===== src/rtl/bist_pkg.sv =====
// Shared definitions for the benchmark BIST controller: FSM states, LFSR taps,
// MISR polynomials and a popcount helper.
package bist_pkg;

  typedef enum logic [1:0] {
    ST_IDLE = 2'd0,
    ST_RUN  = 2'd1,
    ST_DONE = 2'd2
  } state_t;

  // Feedback masks for maximal-length shift-left Fibonacci LFSRs (bit i = q[i] tapped).
  function automatic logic [15:0] lfsr_taps(input int n);
    case (n)
      2:       return 16'h0003;
      3:       return 16'h0006;
      4:       return 16'h000C;
      5:       return 16'h0014;
      6:       return 16'h0030;
      7:       return 16'h0060;
      8:       return 16'h00B8;
      9:       return 16'h0110;
      10:      return 16'h0240;
      11:      return 16'h0500;
      12:      return 16'h0829;
      13:      return 16'h100D;
      14:      return 16'h2015;
      15:      return 16'h6000;
      16:      return 16'hD008;
      default: return 16'h0003;
    endcase
  endfunction

  function automatic logic [31:0] misr_poly(input int w);
    case (w)
      8:       return 32'h0000_0007;
      16:      return 32'h0000_1021;
      24:      return 32'h005D_6DCB;
      32:      return 32'h04C1_1DB7;
      default: return 32'h0000_0003;
    endcase
  endfunction

  function automatic logic [4:0] popcount(input logic [15:0] v);
    logic [4:0] c;
    c = '0;
    for (int i = 0; i < 16; i++) c = c + {4'd0, v[i]};
    return c;
  endfunction

endpackage

// rtl/my_bist_ctrl_lfsr.sv
// Pattern generator: loadable shift-left Fibonacci LFSR; an all-zero seed becomes 1.
module bist_lfsr
  import bist_pkg::*;
#(
  parameter int N_IN = 5
) (
  input  logic            clk,
  input  logic            rst,
  input  logic            load,
  input  logic            enable,
  input  logic [N_IN-1:0] seed,
  output logic [N_IN-1:0] q
);

  localparam logic [N_IN-1:0] TAP_MASK = N_IN'(lfsr_taps(N_IN));
  localparam logic [N_IN-1:0] ONE      = {{(N_IN-1){1'b0}}, 1'b1};

  logic fb;

  assign fb = ^(q & TAP_MASK);

  always_ff @(posedge clk) begin
    if (rst)         q <= '0;
    else if (load)   q <= (seed == '0) ? ONE : seed;
    else if (enable) q <= {q[N_IN-2:0], fb};
  end

endmodule

// rtl/my_bist_ctrl.sv
// BIST harness for one combinational netlist: drives LFSR patterns, compacts
// responses into a MISR signature and counts input/output toggles.
module my_bist_ctrl
  import bist_pkg::*;
#(
  parameter int N_IN  = 5,
  parameter int N_OUT = 2,
  parameter int N_PAT = 31,
  parameter int SIG_W = 16,
  parameter int CNT_W = 16
) (
  input  logic             clk,
  input  logic             rst,
  input  logic             start,
  input  logic [N_IN-1:0]  seed,
  output logic [N_IN-1:0]  pat_out,
  output logic             pat_valid,
  input  logic [N_OUT-1:0] resp_in,
  output logic             busy,
  output logic             done,
  output logic [SIG_W-1:0] signature,
  output logic [CNT_W-1:0] in_tgl,
  output logic [CNT_W-1:0] out_tgl,
  output logic [CNT_W-1:0] pat_cnt
);

  localparam logic [SIG_W-1:0] POLY     = SIG_W'(misr_poly(SIG_W));
  localparam logic [CNT_W-1:0] LAST_CNT = CNT_W'(N_PAT - 1);
  localparam int               CW1      = CNT_W + 1;

  state_t           state, state_next;
  logic [N_IN-1:0]  prev_pat;
  logic [N_OUT-1:0] prev_resp;
  logic             accept, last_pat;

  function automatic logic [SIG_W-1:0] misr_step(input logic [SIG_W-1:0] s,
                                                 input logic [N_OUT-1:0] r);
    logic [SIG_W-1:0] fbv;
    fbv = s[SIG_W-1] ? POLY : '0;
    return {s[SIG_W-2:0], 1'b0} ^ fbv ^ SIG_W'(r);
  endfunction

  function automatic logic [CNT_W-1:0] sat_add(input logic [CNT_W-1:0] a,
                                               input logic [4:0] inc);
    logic [CNT_W:0] s;
    s = {1'b0, a} + CW1'(inc);
    return s[CNT_W] ? '1 : s[CNT_W-1:0];
  endfunction

  assign accept    = (state == ST_IDLE) && start;
  assign last_pat  = (pat_cnt == LAST_CNT);
  assign pat_valid = (state == ST_RUN);
  assign busy      = (state == ST_RUN) || (state == ST_DONE);
  assign done      = (state == ST_DONE);

  // The LFSR stops on the final pattern so pat_out keeps showing it afterwards.
  bist_lfsr #(.N_IN(N_IN)) u_lfsr (
    .clk    (clk),
    .rst    (rst),
    .load   (accept),
    .enable ((state == ST_RUN) && !last_pat),
    .seed   (seed),
    .q      (pat_out)
  );

  always_ff @(posedge clk) begin
    if (rst) state <= ST_IDLE;
    else     state <= state_next;
  end

  always_comb begin
    state_next = state;
    case (state)
      ST_IDLE: if (start)    state_next = ST_RUN;
      ST_RUN:  if (last_pat) state_next = ST_DONE;
      ST_DONE:               state_next = ST_IDLE;
      default:               state_next = ST_IDLE;
    endcase
  end

  always_ff @(posedge clk) begin
    if (rst || accept) begin
      signature <= '0;
      in_tgl    <= '0;
      out_tgl   <= '0;
      pat_cnt   <= '0;
      prev_pat  <= '0;
      prev_resp <= '0;
    end else if (state == ST_RUN) begin
      signature <= misr_step(signature, resp_in);
      in_tgl    <= sat_add(in_tgl, popcount(16'(pat_out ^ prev_pat)));
      out_tgl   <= sat_add(out_tgl, popcount(16'(resp_in ^ prev_resp)));
      pat_cnt   <= sat_add(pat_cnt, 5'd1);
      prev_pat  <= pat_out;
      prev_resp <= resp_in;
    end
  end

endmodule


===== config.mk =====
export PLATFORM = sky130hd
export DESIGN_NAME = my_bist_ctrl
export DESIGN_NICKNAME = d
export VERILOG_FILES = /design/src/rtl/bist_pkg.sv /design/src/rtl/my_bist_ctrl_lfsr.sv /design/src/rtl/my_bist_ctrl.sv
export SDC_FILE = /design/constraint.sdc
export NUM_CORES = 1
export LEC_CHECK = 0
export CORE_MARGIN = 3
export CORE_UTILIZATION = 49
export DETAILED_ROUTE_END_ITERATION = 10
export PLACE_DENSITY = 0.83
export SLEW_MARGIN = 5
export SYNTH_ARGS = -nofsm -noshare
export SYNTH_HDL_FRONTEND = slang
export SYNTH_SLANG_ARGS = --single-unit

===== constraint.sdc =====
create_clock -name clk -period 9.21 [get_ports clk]
set_input_delay 0.921 -clock clk [delete_from_list [all_inputs] [get_ports clk]]
set_output_delay 0.921 -clock clk [all_outputs]
set_load 0.1 [all_outputs]

==> results.py, run 1 <==
metrics = {
    "run_status": {
        "status": "complete, no violations",
    },
    "cells_and_area": {
        "nets": 499,
        "regArea_um2": 1560,
        "antenna_cells": 0,
        "drive_above_1_share_pct": 5.23,
        "multi_input_area_um2": 1960,
        "syn_to_final_growth_pct": 29.5,
        "fill_cells": 612,
    },
    "timing": {
        "hold_viol_final": 0,
        "fin_skew_ns": 0.0105,
        "setup_viol": 0,
        "max_freq_ghz": 0.288,
        "rsz0062_at_grt": "no",
        "setup_ws_ns": 5.74,
        "post-route-period-util_pct": 37.6,
        "relSlewSlack_pct": 32.7,
        "post-route-min-period_ns": 3.47,
        "drv_slew": 0,
        "fin_setup_tns_ns": 0,
        "tightest_slew_ns": 1.01,
    },
    "clock_network": {
        "cts_hold_buf": 0,
        "htree_num_levels": 3,
        "cts_resized": 0,
        "clock_latency_ns": 0.35,
        "cts_tree": "done",
        "root_buffer": "clkbuf_8",
        "path_clk_slew_ns": 0.08,
        "cts_setup_buffers": 0,
        "numCtsBuffers": 9,
        "clockBufferDepth": 2,
        "clkSinkCount": 78,
    },
    "grt": {
        "track_usage_pct": 20.4,
        "grt_start_max_net_pins": 67,
        "grt_pass1_wl_um": 14100,
        "grt_overflow": 0,
        "grt_pass1_vias": 3004,
        "antenna_found_initial": 0,
    },
    "power_and_ir_drop": {
        "power_density_nw_per_um2": 241,
        "leakagePower_nw": 1.70,
        "p_seq_share_pct": 34.8,
        "switchingPower_uw": 500,
        "vdd_drop_max_mv": 0.340,
        "combPwrFrac_pct": 43.2,
        "swShare_pct": 44.0,
        "power.internal_uw": 637,
        "clkPwrFrac_pct": 22.0,
    },
    "drt": {
        "m1WireLength_um": 3730,
        "drtPass1Iterations": 4,
        "vias_per_cell": 5.46,
        "top_layer": "met4",
        "vias": 3132,
        "dr.first_iter.drc_count": 102,
        "drc": 0,
        "drtAntennaViolNets": 0,
        "routed_wl_um": 8190,
        "dr_wl_met3_um": 355,
        "post_drt_wl_per_cell_um": 14.3,
        "wl_met2_um": 3940,
    },
    "logic_synthesis": {
        "yosysWarnings": 0,
        "synthTopCellsByArea": "dfxtp_1 43%, mux2i_1 7.4%, xor2_1 5.0%",
        "synth_top_area_share_pct": 42.9,
        "seq_area_frac_synth_pct": 42.9,
        "syn-num-nets": 422,
        "netlist.top_cell.by_area": "dfxtp_1",
        "syn_area_per_cell_um2": 9.17,
        "synth-seq-cells": 78,
        "yosys_most_used_dff": "dfxtp_1",
        "synth-edff-count": 0,
        "synthCells": 397,
        "synth_cell_types": 39,
        "netlist_area_um2": 3640,
        "async_flop_share_pct": 0,
    },
    "critical_path": {
        "cp-start-kind": "input pin",
        "critPathCaptureType": "flip-flop",
        "worstPathArrival_ns": 3.73,
        "critPathRequiredTime_ns": 9.48,
        "crit_type": "input pin to flip-flop",
        "critical_path_peak_fanout": 12,
    },
    "floorplan": {
        "pin_count": 82,
        "initial_utilization_pct": 52.2,
        "fp.dieW_um": 92.2,
        "placementRows": 30,
        "dieHeight_um": 92.2,
        "core_um2": 6980,
        "die_area_um2": 8500,
    },
    "placement": {
        "dp.final_hpwl_um": 5840,
        "place.gp.congestion": 0.827,
        "port_buffers": 81,
        "dp_slack_ns": 5.37,
    },
    "flow_run": {
        "maxCapViolations": 0,
    },
    "worst_hold_path": {
        "hp-class": "flip-flop to flip-flop",
    },
}
## power groups by stage
stage / registers (mW) / clock network (mW) / logic (mW)
2_1_floorplan: 0.543 / 0 / 0.254
3_3_place_gp: 0.402 / 0 / 0.484
3_5_place_dp: 0.403 / 0 / 0.495
4_1_cts: 0.396 / 0.257 / 0.495
5_1_grt: 0.401 / 0.274 / 0.525
6_report: 0.396 / 0.250 / 0.491
## state kept, by name (all words and copies together), names as in the netlist
name / cells
state: 2
out_tgl: 16
pat_cnt: 16
signature: 16
prev_resp: 2
u_lfsr.q: 5
prev_pat: 5
in_tgl: 16
## final timing paths
path           startpoint            to  slack [ns]  depth (start not counted)
max            resp_in[0]   out_tgl[13]        5.74                          9
min          signature[1]  signature[1]        0.51                          2
max reg2reg   u_lfsr.q[2]     in_tgl[6]        5.90                         12
min reg2reg  signature[1]  signature[1]        0.51                          2
## Yosys cell counts, types with 5 or more instances
master,count
xor2_1,21
nor3_1,9
nor2_1,44
nand4_1,10
o21ai_0,15
nand3_1,16
a211oi_1,14
dfxtp_1,78
clkbuf_1,15
inv_1,15
nand2_1,22
a21oi_1,31
a31oi_1,5
xnor2_1,18
and3_1,7
mux2i_1,27
ha_1,11
## routing by layer
metal,GRT usage [%],up-vias
met5,0,-
met4,8.17,0
met1,25.1,1482
met3,5.41,15
met2,33.9,67
li1,-,1568
## area by class of cell
cell class	instances	area share, %
multi-input combinational	287	41.6
sequential	78	33.1
timing repair buffer	83	17.5
clock buffer	11	3.00
tap	96	2.55
inverter	15	1.19
clock inverter	4	1.01
## metrics by stage
| step | total power, mW | instances | util [%] | cell area [um2] | hold WS, ns |
|---|---|---|---|---|---|
| global route | 1.20 | 574 | 67.6 | 4720 | 0.528 |
| finish | 1.14 | 574 | 67.6 | 4720 | 0.509 |
| global placement | 0.885 | 559 | 64.9 | 4530 | 0.469 |
| detailed placement | 0.899 | 559 | 64.9 | 4530 | 0.500 |
| floorplan | 0.796 | 397 | - | 3640 | 0.481 |
| CTS | 1.15 | 574 | 67.6 | 4720 | 0.512 |
## worst max-delay path, cell delays in order
cell,delay (ns)
clkdlybuf4s50_1,0.47
xnor2_1,0.18
fa_1,0.43
inv_1,0.09
ha_1,0.18
inv_1,0.06
or4_1,0.59
or3_1,0.60
a21oi_1,0.22
## cells in the final DEF, fill, tap and decap left out, types with 7 or more instances in the layout
cell,synthesis,final
clkdlybuf4s50_1,0,81
dfxtp_1,78,78
nor2_1,44,44
a21oi_1,31,31
mux2i_1,27,27
nand2_1,22,22
xor2_1,21,21
xnor2_1,18,18
nand3_1,16,16
inv_1,15,15
o21ai_0,15,15
a211oi_1,14,14
nand4_1,10,10
ha_1,11,10
clkbuf_8,0,10
nor3_1,9,9
and3_1,7,7
## cell families (layout without fill, tap and decap cells)
| logic type | Yosys count | count (layout) | synth area share, % |
|---|---|---|---|
| compound gates | 78 | 78 | 13.7 |
| xor+xnor | 39 | 39 | 9.38 |
| fa+ha+maj | 15 | 15 | 5.98 |
| buf+inv | 32 | 113 | 3.33 |
| flops | 78 | 78 | 42.9 |
| mux | 27 | 27 | 7.42 |
| simple gates | 128 | 128 | 17.3 |
No activity file was read; power rests on OpenSTA's default activity.
==> inputs of run 2 (changes only) <==
clock period = 3.5 ns   (was 9.21 ns; I/O delays follow)
==> run 2 against run 1 <==
  * Register-to-register slack lost 5.7 ns
  * Combinational power grew to 2.7 times the previous value
  * Total power grew to 2.7 times the previous value
  * Final cell count grew 0.17%
  * First-iteration DRC count grew 28%
  * Largest power group unchanged
  * Highest routed layer unchanged
==> results.py, run 2 (synthesized netlist as in run 1, its figures left out) <==
metrics = {
    "power_and_ir_drop": {
        "power.internal_mw": 1.74,
        "vdd_drop_max_mv": 0.883,
        "clkPwrFrac_pct": 23.3,
        "combPwrFrac_pct": 42.9,
        "leakagePower_nw": 1.71,
        "power_density_nw_per_um2": 647,
        "total_power_mw": 3.08,
        "switchingPower_mw": 1.34,
        "swShare_pct": 43.5,
        "p_seq_share_pct": 33.8,
    },
    "timing": {
        "rsz0062_at_grt": "no",
        "setup_viol": 0,
        "tightest_slew_ns": 1.01,
        "hold_viol_final": 0,
        "fin_skew_ns": 0.00852,
        "post-route-period-util_pct": 93.7,
        "drv_slew": 0,
        "relSlewSlack_pct": 32.4,
        "setup_ws_ns": 0.220,
        "fin_setup_tns_ns": 0,
        "max_freq_ghz": 0.305,
        "post-route-min-period_ns": 3.28,
    },
    "critical_path": {
        "crit_family": "adder cells",
        "worstPathArrival_ns": 3.51,
        "rr_startpoint": "u_lfsr.q[0]",
        "critPathCaptureType": "flip-flop",
        "cp-start-kind": "flip-flop",
        "path_common_cell": "fa_1",
        "worstPathCellList": "xor2_1 -> fa_1 -> inv_1 -> fa_1 -> inv_1 -> ha_1 -> fa_1 -> a21o_1 -> and3_1 -> and3_1 -> o21ai_0 -> a31oi_1",
        "crit_start": "u_lfsr.q[0]",
        "crit_type": "flip-flop to flip-flop",
        "worst-path-stages": 12,
        "worst-path-buf-inv": 2,
        "critPathRequiredTime_ns": 3.73,
        "crit_path_top_delay_cell": "fa_1",
        "critical_path_peak_fanout": 5,
        "rr_worst_depth": 12,
        "cpPeakStageDelay_ns": 0.53,
    },
    "worst_hold_path": {
        "hp-class": "flip-flop to flip-flop",
        "hold_depth": 2,
        "min_from": "signature[5]",
    },
    "placement": {
        "place_inst": 559,
        "dp_slack_ns": 0.232,
        "dp.final_hpwl_um": 6050,
        "port_buffers": 81,
        "place.gp.congestion": 0.847,
    },
    "cells_and_area": {
        "antenna_cells": 0,
        "final_common_cell": "clkdlybuf4s50_1",
        "nets": 499,
        "syn_to_final_growth_pct": 30.7,
        "drive_above_1_share_pct": 6.05,
        "final_cell_mix": "80 x clkdlybuf4s50_1, 76 x dfxtp_1, 44 x nor2_1, 31 x a21oi_1, 27 x mux2i_1",
        "final_cell_count_no_fill": 575,
    },
    "clock_network": {
        "path_clk_slew_ns": 0.08,
        "root_buffer": "clkbuf_8",
        "clock_latency_ns": 0.34,
        "clockBufferDepth": 2,
        "cts_resized": 0,
        "cts_hold_buf": 0,
        "cts_tree": "done",
        "clkSinkCount": 78,
        "numCtsBuffers": 9,
        "htree_num_levels": 3,
        "cts_setup_buffers": 0,
    },
    "grt": {
        "grt_pass1_vias": 2897,
        "track_usage_pct": 20.4,
        "grt_pass1_wl_um": 14000,
        "grt_overflow": 0,
        "grt_start_max_net_pins": 43,
        "antenna_found_initial": 0,
    },
    "flow_run": {
        "maxCapViolations": 0,
    },
    "drt": {
        "vias_per_cell": 5.47,
        "post_drt_wl_per_cell_um": 14.6,
        "dr.first_iter.drc_count": 131,
        "routed_wl_um": 8390,
        "drtAntennaViolNets": 0,
        "vias": 3144,
        "drtPass1Iterations": 5,
        "drc": 0,
    },
    "floorplan": {
        "fp.dieW_um": 92.2,
        "pin_count": 82,
        "placementRows": 30,
        "dieHeight_um": 92.2,
        "initial_utilization_pct": 52.2,
        "die_area_um2": 8500,
        "core_um2": 6980,
    },
    "run_status": {
        "status": "complete, no violations",
    },
}
[run 2: changes by cell type in the layout (fill, tap and decap cells not counted)]
cell	delta
clkbuf_16	+1
clkinvlp_4	+2
clkdlybuf4s50_1	-1
dfxtp_2	+1
dfxtp_4	+1
buf_12	+1
clkinv_2	-2
dfxtp_1	-2
[run 2: worst paths after layout]
path	to	slack, ns
max	in_tgl[6]	0.22
min reg2reg	signature[5]	0.51
min	signature[5]	0.51
max reg2reg	in_tgl[6]	0.22
[run 2: stage by stage]
step,cell area (um2),hold slack [ns],util [%]
after global placement,4540,0.469,65.1
after global routing,4760,0.546,68.2
final,4760,0.510,68.2
after floorplan,3650,0.481,-
after detailed placement,4540,0.497,65.1
after CTS,4760,0.511,68.2
[run 2: final cells by class]
class                      count  area (um2)
clock buffer                  12         166
tap                           96         120
sequential                    78        1570
clock inverter                 4        52.6
inverter                      15        56.3
timing repair buffer          83         836
fill                         577        2220
multi-input combinational    287        1960
[run 2: worst reg2reg max path: stages, from the launching register on]
cell	delay, ns
dfxtp_4	0.36
xor2_1	0.17
fa_1	0.51
inv_1	0.06
fa_1	0.53
inv_1	0.04
ha_1	0.21
fa_1	0.41
a21o_1	0.22
and3_1	0.23
and3_1	0.20
o21ai_0	0.15
a31oi_1	0.06
[run 2: routing by layer]
layer	wire length [um]	track usage, %	vias up	share of wire (%)
met4	105	6.44	0	1.3
met2	4130	33.9	68	49
li1	-	-	1572	-
met1	3810	26.4	1496	45
met5	0	0	-	0
met3	337	4.68	8	4.0
[run 2: power by group through the flow]
stage | logic (mW) | clock network, mW | registers, mW
global route | 1.41 | 0.778 | 1.05
detailed placement | 1.33 | 0 | 1.06
floorplan | 0.668 | 0 | 1.43
finish | 1.32 | 0.717 | 1.04
CTS | 1.33 | 0.737 | 1.04
global placement | 1.29 | 0 | 1.06
==> RTL change: new RTL, flow settings as in run 2 <==
Encoding of `state_t`: now one-hot (3 bits for 3 states).
--- a/src/rtl/bist_pkg.sv
+++ b/src/rtl/bist_pkg.sv
@@ -2,10 +2,10 @@
 // MISR polynomials and a popcount helper.
 package bist_pkg;
 
-  typedef enum logic [1:0] {
-    ST_IDLE = 2'd0,
-    ST_RUN  = 2'd1,
-    ST_DONE = 2'd2
+  typedef enum logic [2:0] {
+    ST_IDLE = 3'b001,
+    ST_RUN  = 3'b010,
+    ST_DONE = 3'b100
   } state_t;
 
   // Feedback masks for maximal-length shift-left Fibonacci LFSRs (bit i = q[i] tapped).
Behaviour: same outputs for any inputs over 10 cycles, from zero or initial values and one cycle with rst high; not proved beyond that.
==> RTL change against run 2 <==
Non-clock buffer count grew 3. Critical endpoint is now in_tgl[0]$_SDFFE_PP0P_. Area after synthesis rose by 2.0%. Sequential cell count rose by 1. Hold slack worse by 0.042 ns. Critical path depth did not move. Utilization down 2.5 points. Wire length increased by 5.8%. Setup slack gained 0.025 ns. Count of clock-buffer cells in the layout decreased by 1. Final area rose by 0.66%. Clock skew is 0.0032 ns higher.
Power is not compared: it rests on default switching activity, and its combinational part moved more than twofold at a synthesized area within 25%.
==> RTL change: results (changes against run 2) <==
[finish]
layout.comb_gates.multi_input=323  ; was 287
clkCellAreaFrac=0.0347  ; was 0.0460
final.signal_buffer_count=86  ; was 83
nets=530  ; was 499
fillers=639  ; was 577
multi_input_gate_share_of_the_layout_cell_area=0.423  ; was 0.413
non_clock_buffer_area_share=0.179  ; was 0.176
nClkBuffers=11  ; was 12
register_area_mm2=0.00158  ; was 0.00157 mm²

[worst_hold_path]
hp-start=signature[6]$_SDFFE_PP0P_  ; was signature[5]$_SDFFE_PP0P_
worstHoldEndpoint=signature[7]$_SDFFE_PP0P_  ; was signature[5]$_SDFFE_PP0P_

[sta]
setup_skew_ns=0.0117  ; was 0.00852 ns
worstMarginPinSlew_ns=0.999  ; was 1.01 ns
hold_ws_ns=0.469  ; was 0.510 ns

[drt]
first_pass_iters=4  ; was 5
postRouteWirelength_mm=8.87  ; was 8.39 mm
detailedRoute.firstIterationViolations=146  ; was 131
detail_route.wl_per_cell_um=14.5  ; was 14.6 µm
routed-via-count=3345  ; was 3,144

[placement]
dpl.hpwl_mm=6.25  ; was 6.05 mm
place.gp.congestion=0.862  ; was 0.847
dp.cells=597  ; was 559

[global_routing]
first_global_vias=3228  ; was 2,897
grt_start_max_net_pins=29  ; was 43
grt_first_pass_wirelength_mm=15.3  ; was 14.0 mm
groute.layer.met2.usage=0.346  ; was 0.339
use_met1=0.292  ; was 0.264
grt_util_all_layers=0.215  ; was 0.204

[setup_path]
arrival_ns=3.47  ; was 3.51 ns
regToRegSetupSlack_ns=0.24  ; was 0.22 ns
critical_path.endpoint=in_tgl[0]$_SDFFE_PP0P_  ; was in_tgl[6]$_SDFFE_PP0P_

[yosys]
synth_adder_area_share=0.0451  ; was 0.0598
synth.mux.area_fraction=0.00539  ; was 0.0742
synth_compound_gate_area_share=0.159  ; was 0.137
synth_seq_area_share=0.426  ; was 0.429
synth_seq_cells=79  ; was 78
post_syn_nets=452  ; was 422
synth.top_cells.by_count=79 x sky130_fd_sc_hd__dfxtp_1, 64 x sky130_fd_sc_hd__nand2_1, 56 x sky130_fd_sc_hd__a21oi_1  ; was 78 x sky130_fd_sc_hd__dfxtp_1, 44 x sky130_fd_sc_hd__nor2_1, 31 x sky130_fd_sc_hd__a21oi_1
xor_and_xnor_area_share_after_synthesis=0.0943  ; was 0.0938
synth_top_cells_by_area=sky130_fd_sc_hd__dfxtp_1 43%, sky130_fd_sc_hd__a21oi_1 7.5%, sky130_fd_sc_hd__nand2_1 6.5%  ; was sky130_fd_sc_hd__dfxtp_1 43%, sky130_fd_sc_hd__mux2i_1 7.4%, sky130_fd_sc_hd__xor2_1 5.0%

[outcome]
status=finished, final reports clean  ; unchanged

-- RTL change: through the flow --
step                      setup slack (ns)  power (mW)   util  cell area, µm²
after floorplan                    0.00388        1.09      -            3720
after global placement               0.225        1.14  0.634            4620
after detailed placement             0.154        1.14  0.634            4620
after CTS                            0.139        1.72  0.657            4790
after global routing                0.0471        1.78  0.657            4790
final                                0.245        1.71  0.657            4790
-- RTL change: metal layers --
| layer | share of wire | up-vias |
|---|---|---|
| li1 | - | 1666 |
| met3 | 0.051 | 8 |
| met2 | 0.47 | 93 |
| met5 | 0 | - |
| met4 | 0.011 | 0 |
| met1 | 0.47 | 1578 |
-- RTL change: what timing repair did --
| action | CTS | global route |
|---|---|---|
| resized for setup | 0 | 1 |
| buffers inserted | 0 | 0 |
| setup endpoints to repair | 0 | 9 |
| endpoints found under the hold margin | 0 | 0 |
-- RTL change: power by group --
group	switching (mW)	internal, mW	leakage, nW
combinational	0.137	0.0615	0.878
clock	0.330	0.258	0.0833
sequential	0.0156	0.909	0.638
total	0.482	1.23	1.60
